--- src/rtl/lstm_bptt_buffer_pkg.sv ---
// Shared constants for the LSTM BPTT replay buffer.
// Gate-record field order, widths and the pop/push op decode.
package lstm_bptt_buffer_pkg;

  localparam int WIDTH_DEF    = 32;
  localparam int NUM_GATES_ST = 6;

  // Field slots inside one stored record {a,i,f,o,c,h}, in
  // units of NUM_LSTM*WIDTH, counted from the LSB.
  localparam int OFF_H = 0;
  localparam int OFF_C = 1;
  localparam int OFF_O = 2;
  localparam int OFF_F = 3;
  localparam int OFF_I = 4;
  localparam int OFF_A = 5;

  typedef enum logic [1:0] {
    OP_IDLE,
    OP_PUSH,
    OP_POP,
    OP_CLR
  } op_e;

  function automatic int addr_w(input int n);
    return $clog2(n);
  endfunction

endpackage

--- src/rtl/lstm_state_mem.sv ---
// Register file for LSTM timestep records: one sync write port,
// async read of the top record and of the c field one below it.
// Ports: i_we/i_waddr/i_wdata write; i_raddr0 -> o_rdata0 (record);
//        i_raddr1 -> o_rdata1_c (c field only).
module lstm_state_mem
  import lstm_bptt_buffer_pkg::*;
#(
  parameter int LW     = 32,
  parameter int DEPTH  = 8,
  parameter int ADDR_W = 3
) (
  input  logic                       clk,
  input  logic                       i_we,
  input  logic [ADDR_W-1:0]          i_waddr,
  input  logic [NUM_GATES_ST*LW-1:0] i_wdata,
  input  logic [ADDR_W-1:0]          i_raddr0,
  output logic [NUM_GATES_ST*LW-1:0] o_rdata0,
  input  logic [ADDR_W-1:0]          i_raddr1,
  output logic [LW-1:0]              o_rdata1_c
);

  localparam int RW = NUM_GATES_ST * LW;

  logic [RW-1:0] r_mem [DEPTH];

  // Storage is intentionally not reset.
  always_ff @(posedge clk) begin
    if (i_we) begin
      r_mem[i_waddr] <= i_wdata;
    end
  end

  assign o_rdata0   = r_mem[i_raddr0];
  assign o_rdata1_c = r_mem[i_raddr1][OFF_C*LW +: LW];

endmodule

--- src/rtl/lstm_bptt_buffer.sv ---
// LIFO replay of per-timestep LSTM state for BPTT, with c(t-1).
// Ports: clk, rst (async low), i_clr/i_wr_en/i_rd_en, i_a..i_h in;
//        o_a..o_h, o_c_prev, o_valid, o_count, o_full, o_empty, o_err.
module lstm_bptt_buffer
  import lstm_bptt_buffer_pkg::*;
#(
  parameter int WIDTH          = WIDTH_DEF,
  parameter int NUM_LSTM       = 1,
  parameter int NUM_ITERATIONS = 8,
  parameter int ADDR_W         = 3
) (
  input  logic                      clk,
  input  logic                      rst,
  input  logic                      i_clr,
  input  logic                      i_wr_en,
  input  logic [NUM_LSTM*WIDTH-1:0] i_a,
  input  logic [NUM_LSTM*WIDTH-1:0] i_i,
  input  logic [NUM_LSTM*WIDTH-1:0] i_f,
  input  logic [NUM_LSTM*WIDTH-1:0] i_o,
  input  logic [NUM_LSTM*WIDTH-1:0] i_c,
  input  logic [NUM_LSTM*WIDTH-1:0] i_h,
  input  logic                      i_rd_en,
  output logic [NUM_LSTM*WIDTH-1:0] o_a,
  output logic [NUM_LSTM*WIDTH-1:0] o_i,
  output logic [NUM_LSTM*WIDTH-1:0] o_f,
  output logic [NUM_LSTM*WIDTH-1:0] o_o,
  output logic [NUM_LSTM*WIDTH-1:0] o_c,
  output logic [NUM_LSTM*WIDTH-1:0] o_h,
  output logic [NUM_LSTM*WIDTH-1:0] o_c_prev,
  output logic                      o_valid,
  output logic [ADDR_W:0]           o_count,
  output logic                      o_full,
  output logic                      o_empty,
  output logic                      o_err
);

  localparam int LW = NUM_LSTM * WIDTH;
  localparam int RW = NUM_GATES_ST * LW;
  localparam logic [ADDR_W:0] DEPTH = (ADDR_W+1)'(NUM_ITERATIONS);
  localparam logic [ADDR_W:0] ONE   = (ADDR_W+1)'(1);

  if (ADDR_W != addr_w(NUM_ITERATIONS)) begin : g_addr_chk
    $error("ADDR_W must equal clog2(NUM_ITERATIONS)");
  end

  logic [ADDR_W:0]   r_count;
  logic [RW-1:0]     r_rec;
  logic [LW-1:0]     r_c_prev;
  logic              r_valid;
  logic              r_err;

  logic              w_full;
  logic              w_empty;
  logic              w_err_evt;
  logic              w_we;
  op_e               w_op;
  logic [ADDR_W-1:0] w_waddr;
  logic [ADDR_W-1:0] w_top_addr;
  logic [ADDR_W-1:0] w_prev_addr;
  logic [RW-1:0]     w_wdata;
  logic [RW-1:0]     w_top;
  logic [LW-1:0]     w_prev_c;

  assign w_full  = (r_count == DEPTH);
  assign w_empty = (r_count == '0);

  // Narrow pointer math: at count==DEPTH the low bits are 0 and
  // the subtraction wraps to the correct top/top-1 slots.
  assign w_waddr     = r_count[ADDR_W-1:0];
  assign w_top_addr  = w_waddr - ADDR_W'(1);
  assign w_prev_addr = w_waddr - ADDR_W'(2);

  assign w_wdata = {i_a, i_i, i_f, i_o, i_c, i_h};

  always_comb begin
    w_op = OP_IDLE;
    unique case (1'b1)
      i_clr:                          w_op = OP_CLR;
      !i_clr && i_rd_en:              w_op = OP_POP;
      !i_clr && !i_rd_en && i_wr_en:  w_op = OP_PUSH;
      default:                        w_op = OP_IDLE;
    endcase
  end

  // A push colliding with a pop is dropped but still flagged.
  assign w_err_evt = (i_wr_en && (i_rd_en || w_full)) ||
                     (i_rd_en && w_empty);

  assign w_we = (w_op == OP_PUSH) && !w_full;

  lstm_state_mem #(
    .LW     (LW),
    .DEPTH  (NUM_ITERATIONS),
    .ADDR_W (ADDR_W)
  ) u_mem (
    .clk        (clk),
    .i_we       (w_we),
    .i_waddr    (w_waddr),
    .i_wdata    (w_wdata),
    .i_raddr0   (w_top_addr),
    .o_rdata0   (w_top),
    .i_raddr1   (w_prev_addr),
    .o_rdata1_c (w_prev_c)
  );

  always_ff @(posedge clk or negedge rst) begin
    if (!rst) begin
      r_count  <= '0;
      r_rec    <= '0;
      r_c_prev <= '0;
      r_valid  <= 1'b0;
      r_err    <= 1'b0;
    end else begin
      r_valid <= 1'b0;
      if (w_op == OP_CLR) begin
        r_count <= '0;
        r_err   <= 1'b0;
      end else begin
        r_err <= r_err | w_err_evt;
        if (w_op == OP_POP && !w_empty) begin
          r_count  <= r_count - ONE;
          r_rec    <= w_top;
          r_c_prev <= (r_count == ONE) ? '0 : w_prev_c;
          r_valid  <= 1'b1;
        end
        if (w_we) begin
          r_count <= r_count + ONE;
        end
      end
    end
  end

  assign o_a      = r_rec[OFF_A*LW +: LW];
  assign o_i      = r_rec[OFF_I*LW +: LW];
  assign o_f      = r_rec[OFF_F*LW +: LW];
  assign o_o      = r_rec[OFF_O*LW +: LW];
  assign o_c      = r_rec[OFF_C*LW +: LW];
  assign o_h      = r_rec[OFF_H*LW +: LW];
  assign o_c_prev = r_c_prev;
  assign o_valid  = r_valid;
  assign o_count  = r_count;
  assign o_full   = w_full;
  assign o_empty  = w_empty;
  assign o_err    = r_err;

endmodule

--- config.mk ---
export PLATFORM = sky130hd
export DESIGN_NAME = lstm_bptt_buffer
export DESIGN_NICKNAME = d
export VERILOG_FILES = /design/src/rtl/lstm_bptt_buffer_pkg.sv /design/src/rtl/lstm_state_mem.sv /design/src/rtl/lstm_bptt_buffer.sv
export SDC_FILE = /design/constraint.sdc
export NUM_CORES = 2
export LEC_CHECK = 0
export ABC_AREA = 1
export ABC_CLOCK_PERIOD_IN_PS = 14650
export BUFFER_PORTS_ARGS = -buffer_cell sky130_fd_sc_hd__clkbuf_2
export CAP_MARGIN = 10
export CORE_ASPECT_RATIO = 0.6
export CORE_MARGIN = 2
export CORE_UTILIZATION = 50
export DETAILED_ROUTE_END_ITERATION = 6
export PLACE_DENSITY_LB_ADDON = 0.1
export SLEW_MARGIN = 30
export SYNTH_ARGS = -nofsm -noshare
export SYNTH_HDL_FRONTEND = slang
export SYNTH_SLANG_ARGS = --single-unit
--- constraint.sdc ---
create_clock -name clk -period 14.65 [get_ports clk]
set_input_delay 2.1975 -clock clk [delete_from_list [all_inputs] [get_ports clk]]
set_output_delay 2.1975 -clock clk [all_outputs]
set_load 0.005 [all_outputs]
### After elaboration in Yosys (flattened, before gate mapping)

Memory sizes are Yosys's and may differ from the RTL's. A register that Yosys moved wholly into a read port is not among the register bits.
Index checks and enable logic that the tools add are counted.

* bits in registers: 38
* memory bits (writable): 1536
* bits of input ports: 197
* output and inout port bits: 232
* word-level logic and storage cells: 43
* memories: 1

Memory list
* u_mem.r_mem: depth 8, bits a word 192, rd ports 2, clocked after memory_dff 1, wr ports 1, RTL line lstm_state_mem.sv:24 `logic [RW-1:0] r_mem [DEPTH];`

* add/subtract/negate cells: 4
* equality and inequality tests: 5
* muxes and demuxes: 10
* bitwise operators: 2
* reductions and logical operators: 17

Operator list (number)
* two-way mux 32 bit: 1
* two-way mux 4 bit: 3
* logical AND 1 bit: 7
* one-hot mux 2 bit (3 select lines): 1
* logical NOT 1 bit: 5
* two-way mux 1 bit: 5
* adder 4 x 1 -> 4 bit, second input constant: 1
* == test 2 bit, second input constant: 2
* == test 4 x 1 -> 1 bit, second input constant: 1
* == test 4 bit, second input constant: 1
* logical NOT 4 bit: 1
* subtractor 4 x 1 -> 4 bit, second input constant: 1
* nonzero test 3 bit: 1
* subtractor 3 x 1 -> 3 bit, second input constant: 1
* subtractor 3 x 2 -> 3 bit, second input constant: 1
* == test 2 x 1 -> 1 bit, second input constant: 1
* logical OR 1 bit: 2
* AND reduction 2 bit: 1
* NOT 1 bit: 1
* bitwise OR 1 bit: 1

### Logic depth before layout (Yosys ltp)

* depth after elaboration: 9
* depth in mapped cells: 15
* mapped depth without buffers: 8

### Hierarchy

Synthesis repeated with hierarchy kept, for this count alone.

* cell total of the unflattened synthesis: 8267
* area, all modules: 78136.2 um2

By module, submodules not included
* lstm_state_mem: times used 1, cells an instance 7249, area an instance 69098.8 um2, seq. area each 46124.2 um2
* lstm_bptt_buffer: times used 1, cells an instance 1018, area an instance 9037.4 um2, seq. area each 5755.5 um2

### Least setup slack after synthesis

Ideal clock, no wire load.

* path type: input-to-reg
* from: in i_rd_en
* to: mem u_mem.r_mem[3][0] (netlist bit) (enable)
* setup time: 0.979 ns
* arrival time: 15.560 ns
* required time: 13.671 ns
* path slack: -1.889 ns
* cell stages on the path: 4
* buffers on the path: 1
* path through: nor2_1 -> nand3_1 -> clkbuf_1 -> nor3_1

* word-level cells in the longest chain between the ends: 8
* elaborated cells between the ends (all ways): 9
* those cells by class: 1 x eq/ne; 3 x mux; 5 x reduce/logical

Ends and longest elaborated chain
* start, declared: RTL line lstm_bptt_buffer.sv:22 `input logic i_rd_en,`
* logical NOT 1 bit: RTL line lstm_bptt_buffer.sv:80 `!i_clr && !i_rd_en && i_wr_en: w_op = OP_PUSH;`
* logical AND 1 bit (2 in series): RTL line lstm_bptt_buffer.sv:80
* one-hot mux 2 bit (3 select lines) *: RTL line lstm_bptt_buffer.sv:77 `unique case (1'b1)`
* == test 2 x 1 -> 1 bit *: RTL line lstm_bptt_buffer.sv:89 `assign w_we = (w_op == OP_PUSH) && !w_full;`
* logical AND 1 bit *: RTL line lstm_bptt_buffer.sv:89
* two-way mux 1 bit *: RTL line lstm_state_mem.sv:28 `if (i_we) begin`
* two-way mux 1 bit (implied by the code) *: RTL line lstm_state_mem.sv:29 `r_mem[i_waddr] <= i_wdata;`
* end, declared: RTL line lstm_state_mem.sv:24

Mark *: on every way between the ends. The rest lies on a longest branch, timed or not.

### Worst setup path in the final report

* from: in i_rd_en
* to: mem u_mem.r_mem[7][182] (netlist bit) (enable)

Same word-level chain as after synthesis.

==> summary.txt <==
Outcome
  – Run status: completed

Clock network
  – Max clock buf depth: 3
  – CTS tree: built
  – Reg clk slew, reported paths: 0.06 ns
  – Postcts setup bufs: 0
  – CTS sink cnt: 1766
  – Cts repair resizes: 0
  – Worst-skew pair later-pin latency: 0.80 ns
  – TritonCTS Buffers: 163
  – Root buffer cell: clkbuf_16
  – Post-cts hold buffer count: 0
  – # H-tree levels: 4

Setup path
  – WP data required: 15.06 ns
  – CP peak stage delay: 0.88 ns
  – Critical path peak fanout: 46
  – Setup crit start kind: input port
  – Crit path cell chain: clkbuf_2 > nor2_1 > nand3_1 > nor2_4 > buf_4 > buf_4
  – R2R Setup Slk: 9.73 ns
  – Crit-path most repeated cell: buf_4
  – Critical path type: in -> reg
  – Critical Path Sink Type: flop
  – CP max-delay cell: nor2_4
  – Crit path DAT: 5.60 ns

Routing
  – Drt pass-1 iters: 5
  – DR DRC count: 0
  – DR iter-0 viols: 4514
  – Drt total wl: 187600 µm
  – Detail Route Antenna Nets: 0
  – Routed vias: 46354
  – DR WL/cell: 22.06 µm
  – Vias per inst: 5.450

Synthesis
  – Register area share after synthesis: 72.75%
  – Ys Warns: 0
  – Synthesized area: 0.07131 mm²
  – Syn avg cell area: 11.54 µm²
  – Netlist cell types: 20
  – Post-synth EDFFs: 1536
  – Seq cells post-synth: 1766
  – Synth Net Count: 6386
  – Ys flop type: edfxtp_1
  – Syn Inst Count: 6182
  – Asr flop ratio synth: 13.02%

Power
  – Peak supply drop: 0.1462 mV
  – Total power: 14.47 mW
  – PD cells: 179.6 mW/mm²
  – Leakage power: 30.75 nW

Floorplanning
  – Die Height: 296.5 µm
  – Die Wd: 491.6 µm
  – Std-Cell Rows: 107
  – I/O pins: 429
  – Die area: 0.1458 mm²
  – Initial Util: 50.30%
  – Core Region: 0.1418 mm²

Place
  – Dpl cells: 8187
  – Final HPWL DP: 94440 µm
  – GPL Wtd Cong: 0.7709
  – IO Port Bufs: 428

Timing
  – Max Slew Vio Count: 0
  – Pin slew with the least headroom to its limit: 1.071 ns
  – Fin crit share: 35.41%
  – RSZ-0062 raised after global routing: false
  – Fin Clk Skew: 0.02172 ns
  – Final setup fails: 0
  – Post-layout minimum cycle time: 5.187 ns
  – Slew headroom: 28.59%
  – Hold Violations, Final: 0
  – Post-route setup TNS: 0 ns
  – Max Clock Freq: 192.8 MHz
  – Fin Hold WS: 0.4781 ns

Final layout
  – Most common cell after layout, fill and taps aside: nand2_1
  – Final Core Density: 56.83%
  – Most frequent cells in the layout: nand2_1 (1566), edfxtp_1 (1536), nand3_1 (679)
  – Nets: 6656
  – Share of cells above drive strength 1: 11.62%
  – Syn-to-layout area delta: 12.98%
  – Final Non-Filler Cells: 8505

Global route
  – Largest net degree at the start of global routing: 274
  – First-pass GRT wire length: 279400 µm
  – Initial antenna violation count: 23
  – Grt total ovfl: 0
  – GRT Overall Usage: 25.49%
  – Number of global-route vias before repair: 43356

Hold path
  – Hold Crit Class: reg -> reg

Flow run
  – Max-cap violations: 0
[worst paths after layout]
path	from	endpoint	cells after the start
max reg2reg	o_count[0]	o_count[0]	10
min in group asynchronous	rst	r_rec[72]	1
max	i_rd_en	u_mem.r_mem[7][182]	6
min reg2reg	r_rec[71]	r_rec[71]	2
min	r_rec[71]	r_rec[71]	2
max in group asynchronous	rst	r_rec[125]	3
[cell type report]
type	count	area (µm²)
fillers	11762	61210
flip-flops and latches	1766	51890
multi-input cells	3716	16620
clock buffers	231	4662
repair buffers	503	3088
well taps	1907	2386
inverters	302	1165
clock inverters	73	740.7
diodes	7	17.52
[power breakdown]
group | internal [mW] | total, mW | switching (mW)
clock | 2.44 | 4.31 | 1.87
combinational | 1.23 | 3.99 | 2.77
sequential | 5.89 | 6.16 | 0.270
total | 9.56 | 14.5 | 4.91
[cell usage after synthesis, drive strengths merged (4+ instances only)]
master,number,area share [%]
o21ai,489,3.4
inv,302,1.6
a21oi,64,0.45
dfrtp,230,8.1
nand4,4,0.035
nor2,651,3.4
o211ai,250,2.6
clkbuf,139,0.73
buf,259,1.8
nand2,1567,8.2
ha,7,0.12
edfxtp,1536,65
nand3,679,4.8
[logic make-up after synthesis]
group / share of synthesized area [%]
buffers and inverters: 4.093
and+or+nand+nor: 16.49
AOI/OAI and AO/OA: 6.522
adders and majority gates: 0.1228
DFF: 72.75
xor gates and xnor gates: 0.02457
[per-stage QoR]
stage | worst slack, ns | instance area [µm²]
2_1_floorplan | -1.889 | 71310
3_3_place_gp | 8.347 | 74810
3_5_place_dp | 8.638 | 74930
4_1_cts | 9.201 | 80330
5_1_grt | 9.332 | 80570
6_report | 9.463 | 80570
[worst max-delay path, delay by kind of cell]
| family | cells | cell delay, ns |
|---|---|---|
| buffers and inverters | 3 | 1.50 |
| and+or+nand+nor | 3 | 1.78 |
[state kept, by name, summed over array words and instances, names as in the netlist]
name	flops
o_valid	1
o_c_prev	32
u_mem.r_mem	1536
o_err	1
r_rec	192
o_count	4
[routing by layer]
| layer | vias to the layer above | wire, µm | GRT usage [%] |
|---|---|---|---|
| met2 | 1433 | 86530 | 39.17 |
| met4 | 28 | 3694 | 6.972 |
| met1 | 22689 | 84700 | 37.70 |
| met3 | 252 | 12550 | 4.452 |
| met5 | - | 162 | 0 |
| li1 | 21952 | - | - |
(Power assumes the default switching activity.)
